**src/rtl/baud_gen_frac.sv**
```systemverilog
// -----------------------------------------------------------------------------
// baud_gen_frac
//   Fractional-N baud tick generator for the UART TX/RX paths.
//   An oversample period lasts DIVxR+1 clock cycles. The accumulator adds
//   FRACxR/2^FRAC_W of a cycle each period, and its carry stretches the next
//   period by one cycle, so the mean period is DIVxR + 1 + FRACxR/2^FRAC_W.
//   Every OSR oversample ticks a bit tick is issued together with the os_tick.
//   Divisor inputs are sampled only on a period boundary, so retuning never
//   produces a short or glitched period.
//
// Ports
//   clk      in   1       system clock, rising edge
//   rst      in   1       synchronous, active-low reset
//   b_en     in   1       1 = run, 0 = hold generator cleared (loads divisors)
//   DIVxR    in   DIV_W   integer divisor, os period = DIVxR+1 cycles
//   FRACxR   in   FRAC_W  fractional divisor added per os period
//   os_tick  out  1       one-cycle oversample tick (registered)
//   b_tick   out  1       one-cycle bit tick, coincident with every OSR-th os_tick
//   os_phase out  PH_W    index of the most recently issued os_tick
// -----------------------------------------------------------------------------
module baud_gen_frac #(
    parameter int  DIV_W  = 16,
    parameter int  FRAC_W = 4,
    parameter int  OSR    = 16,
    localparam int PH_W   = (OSR > 1) ? $clog2(OSR) : 1
) (
    input  logic              clk,
    input  logic              rst,
    input  logic              b_en,
    input  logic [DIV_W-1:0]  DIVxR,
    input  logic [FRAC_W-1:0] FRACxR,
    output logic              os_tick,
    output logic              b_tick,
    output logic [PH_W-1:0]   os_phase
);

    localparam logic [PH_W-1:0]  PH_LAST = PH_W'(OSR - 1);
    localparam logic [PH_W-1:0]  PH_ONE  = PH_W'(1);
    localparam logic [DIV_W:0]   CNT_ONE = (DIV_W + 1)'(1);

    // The count is one bit wider than the divisor so that a carry-stretched
    // period at DIVxR = 2^DIV_W-1 (limit 2^DIV_W) is still reachable.
    logic [DIV_W:0]      cnt_q, cnt_d;
    logic [FRAC_W-1:0]   acc_q, acc_d;
    logic                carry_q, carry_d;
    logic [PH_W-1:0]     phase_q, phase_d;
    logic [DIV_W-1:0]    div_act_q, div_act_d;
    logic [FRAC_W-1:0]   frac_act_q, frac_act_d;
    logic                os_tick_q, os_tick_d;
    logic                b_tick_q, b_tick_d;
    logic [PH_W-1:0]     os_phase_q, os_phase_d;

    logic [DIV_W:0]      limit;
    logic [FRAC_W:0]     frac_sum;

    assign limit    = {1'b0, div_act_q} + (DIV_W + 1)'(carry_q);
    assign frac_sum = {1'b0, acc_q} + {1'b0, frac_act_q};

    always_comb begin
        cnt_d      = cnt_q;
        acc_d      = acc_q;
        carry_d    = carry_q;
        phase_d    = phase_q;
        div_act_d  = div_act_q;
        frac_act_d = frac_act_q;
        os_tick_d  = 1'b0;
        b_tick_d   = 1'b0;
        os_phase_d = os_phase_q;

        if (!b_en) begin
            // Held cleared, but keep the active divisors tracking the inputs
            // so the first period after enable uses the current settings.
            cnt_d      = '0;
            acc_d      = '0;
            carry_d    = 1'b0;
            phase_d    = '0;
            div_act_d  = DIVxR;
            frac_act_d = FRACxR;
            os_phase_d = '0;
        end else if (cnt_q == limit) begin
            // Period boundary: issue the tick and retune for the next period.
            cnt_d              = '0;
            os_tick_d          = 1'b1;
            {carry_d, acc_d}   = frac_sum;
            div_act_d          = DIVxR;
            frac_act_d         = FRACxR;
            b_tick_d           = (phase_q == PH_LAST);
            os_phase_d         = phase_q;
            phase_d            = (phase_q == PH_LAST) ? '0 : phase_q + PH_ONE;
        end else begin
            cnt_d = cnt_q + CNT_ONE;
        end
    end

    always_ff @(posedge clk) begin
        if (!rst) begin
            cnt_q      <= '0;
            acc_q      <= '0;
            carry_q    <= 1'b0;
            phase_q    <= '0;
            div_act_q  <= '0;
            frac_act_q <= '0;
            os_tick_q  <= 1'b0;
            b_tick_q   <= 1'b0;
            os_phase_q <= '0;
        end else begin
            cnt_q      <= cnt_d;
            acc_q      <= acc_d;
            carry_q    <= carry_d;
            phase_q    <= phase_d;
            div_act_q  <= div_act_d;
            frac_act_q <= frac_act_d;
            os_tick_q  <= os_tick_d;
            b_tick_q   <= b_tick_d;
            os_phase_q <= os_phase_d;
        end
    end

    assign os_tick  = os_tick_q;
    assign b_tick   = b_tick_q;
    assign os_phase = os_phase_q;

endmodule

```
**config.mk**
```make
export PLATFORM = sky130hd
export DESIGN_NAME = baud_gen_frac
export DESIGN_NICKNAME = d
export VERILOG_FILES = /design/src/rtl/baud_gen_frac.sv
export SDC_FILE = /design/constraint.sdc
export NUM_CORES = 1
export LEC_CHECK = 0
export CAP_MARGIN = 15
export CORE_ASPECT_RATIO = 0.9
export CORE_MARGIN = 2
export CORE_UTILIZATION = 57
export DETAILED_ROUTE_END_ITERATION = 10
export PLACE_DENSITY = 0.9
export SLEW_MARGIN = 30
export SYNTH_ARGS = -nofsm -noshare
export SYNTH_HDL_FRONTEND = slang
export SYNTH_SLANG_ARGS = --single-unit
export TNS_END_PERCENT = 1
```
**constraint.sdc**
```tcl
create_clock -name clk -period 2.85 [get_ports clk]
set_input_delay 0.57 -clock clk [delete_from_list [all_inputs] [get_ports clk]]
set_output_delay 0.57 -clock clk [all_outputs]
set_load 0.005 [all_outputs]
```
==> flow_summary.json <==
{
  "p_leak_nw": 1.23,
  "synthDistinctLibCells": 48,
  "reg2regPathDepth": 9,
  "num_vias": 2448,
  "syn_area_sq_um": 2890,
  "p_clk_share_pct": 30.2,
  "io_pins": 29,
  "grt_pass1_vias": 2221,
  "grt_max_degree": 42,
  "holdPathStages": 2,
  "synth_top_cell_by_area": "dfxtp_1",
  "synth-seq-cells": 52,
  "rows": 24,
  "combPwrFrac_pct": 14.4,
  "status": "completed",
  "grt_overflow": 0,
  "ant_nets": 0,
  "synth_warnings": 0,
  "synth_top_area_share_pct": 36.1,
  "finalSetupViolCount": 0,
  "hold_violations": 0,
  "max_slew_margin_pct": 66.6,
  "synth_common_cells": "dfxtp_1, nand2_1, xnor2_1, nand3_1",
  "clock_latency_ns": 0.31,
  "rsz0062_at_grt": "no",
  "drt_iter0_markers": 165,
  "worst_pin_slew_ns": 0.500,
  "swShare_pct": 26.5,
  "cts_root_buffer": "clkbuf_8",
  "antennaDiodeCount": 0,
  "yosys-top-cells-area": "dfxtp_1, xnor2_1, mux2i_1, nand2_1, nand3_1",
  "syn_area_per_cell_sq_um": 8.56,
  "power_density_nw_per_um2": 428,
  "drv_cap": 0,
  "slowest_stage": "or4_4",
  "cts-htree-levels": 2,
  "grt_usage_pct": 23.3,
  "cts.path.max_buffers": 2,
  "post-dp-hpwl_mm": 4.42,
  "p_seq_share_pct": 55.3,
  "layout-drive-gt1-share_pct": 8.36,
  "synthArstFlopShare_pct": 0,
  "die_w_microns": 79.0,
  "antenna_found_initial": 0,
  "synth_edf_count": 0,
  "fmax_mhz": 366,
  "finalCritPeriodShare_pct": 95.9,
  "wl_mm": 6.27,
  "dr.pass1.iters": 4,
  "peakVddDrop_v": 0.000337,
  "skew_ns": 0.00455,
  "die_area_sq_um": 5650,
  "areaGrowthSynthToFinish_pct": 15.4,
  "slowest_delay_ns": 0.60,
  "synth_nets": 369,
  "final_nets": 390,
  "seq_area_frac_synth_pct": 36.1,
  "setup_tns_ns": 0,
  "cts_buffers": 5,
  "netlist_instances": 337,
  "dpl.cell_count": 416,
  "placed_area_sq_um": 3190,
  "end_kind": "flop",
  "fin_cells": 424,
  "finalCriticalPeriod_ns": 2.73,
  "portBuffers": 28,
  "die_height_microns": 71.5,
  "cts_tree": "yes",
  "start_util_pct": 59.3,
  "stdcell_area_sq_um": 3330,
  "final_util_pct": 68.5,
  "core_area_sq_um": 4860,
  "start_kind": "flop",
  "place.gp.congestion": 0.873,
  "clock_sinks": 52,
  "viasPerCell": 5.77,
  "p_sw_mw": 0.378,
  "synthFlopType": "dfxtp_1",
  "grt_pass1_wl_mm": 10.4,
  "worstPathRequired_ns": 3.09,
  "worstSetupPathType": "reg -> reg",
  "power.internal_mw": 1.05,
  "path_cells": "ha_2 -> nand4_1 -> or4_4 -> or2_0 -> o2111a_1 -> and4_2 -> a21boi_4 -> buf_12 -> mux2i_1",
  "drv_slew": 0,
  "critPathArrivalTime_ns": 2.97,
  "clk_pin_slew_worst_paths_ns": 0.09,
  "post-route-drc-count": 0,
  "crit_fanout": 20,
  "worstHoldPathType": "reg -> reg",
  "post_drt_wl_per_cell_microns": 14.8
}
[through the flow]
stage	hold WS [ns]	total power [mW]	setup slack, ns
after floorplan	0.442	0.941	0.351
after global placement	0.453	0.992	0.169
after detailed placement	0.467	1.00	0.00902
after CTS	0.480	1.43	0.0252
after global routing	0.493	1.48	0.00879
final	0.480	1.43	0.116
[worst paths after layout]
check             slack, ns          from            end
setup / recovery       0.12       carry_q  div_act_q[15]
hold / removal         0.48  div_act_q[0]   div_act_q[0]
setup reg to reg       0.12       carry_q  div_act_q[15]
hold reg to reg        0.48  div_act_q[0]   div_act_q[0]
[final cells by class]
cell class / instances / area (sq um)
Clock buffer: 6 / 82.6
Clock inverter: 2 / 10.0
Fill cell: 389 / 1530
Inverter: 6 / 22.5
Multi-Input combinational cell: 256 / 1730
Sequential cell: 52 / 1040
Tap cell: 65 / 81.3
Timing Repair Buffer: 37 / 364
[routing by layer]
| layer | global-route usage (%) | share of wire [%] | up-vias |
|---|---|---|---|
| met4 | 8.24 | 1.6 | 0 |
| li1 | - | - | 1231 |
| met3 | 5.79 | 6.0 | 12 |
| met1 | 33.0 | 47 | 1143 |
| met5 | 0 | 0 | - |
| met2 | 34.9 | 46 | 62 |
[logic make-up after synthesis]
group	count (synthesis)	synth area share (%)
compound gates	51	12.0
xor+xnor	38	11.5
fa+ha+maj	9	4.16
buf+inv	29	5.55
flops	52	36.1
mux	20	6.94
simple gates	138	23.8
[worst max-delay path: cells and delay by family (launching register included)]
family	cells	cell delay [ns]
flip-flops	1	0.35
AO/OA/AOI/OAI	2	0.34
buffers and inverters	1	0.20
AND/OR/NAND/NOR	4	1.31
adder cells (fa/ha/maj)	1	0.23
multiplexers	1	0.23
[flip-flops by register name, indices dropped and copies added (netlist names)]
register / cells
os_tick: 1
carry_q: 1
acc_q: 4
os_phase: 4
div_act_q: 16
b_tick: 1
cnt_q: 17
phase_q: 4
frac_act_q: 4
[cells in the final DEF, fill, tap and decap left out, types with 3 or more instances in the layout]
cell,instances
nand2_1,52
dfxtp_1,52
clkdlybuf4s50_1,28
xnor2_1,25
nand3_1,23
nor3_1,20
mux2i_1,20
a21oi_1,17
xor2_1,13
o21ai_0,11
nor2_1,10
and3_1,8
buf_4,7
inv_1,6
ha_1,6
clkbuf_8,6
nand4_1,5
nor4_1,5
a31oi_1,3
[power groups by stage]
stage	registers, mW	clock network, mW	logic (mW)
floorplan	0.786	0	0.156
global placement	0.800	0	0.191
detailed placement	0.802	0	0.198
CTS	0.785	0.440	0.201
global route	0.793	0.467	0.225
finish	0.788	0.431	0.206
[timing repair]
item,4_1_cts,5_1_grt
hold buffers,0,0
setup endpoints to repair,1,52
pin swaps,0,0
gates resized for setup,1,9
setup buffers,0,0
(Power assumes the default switching activity.)
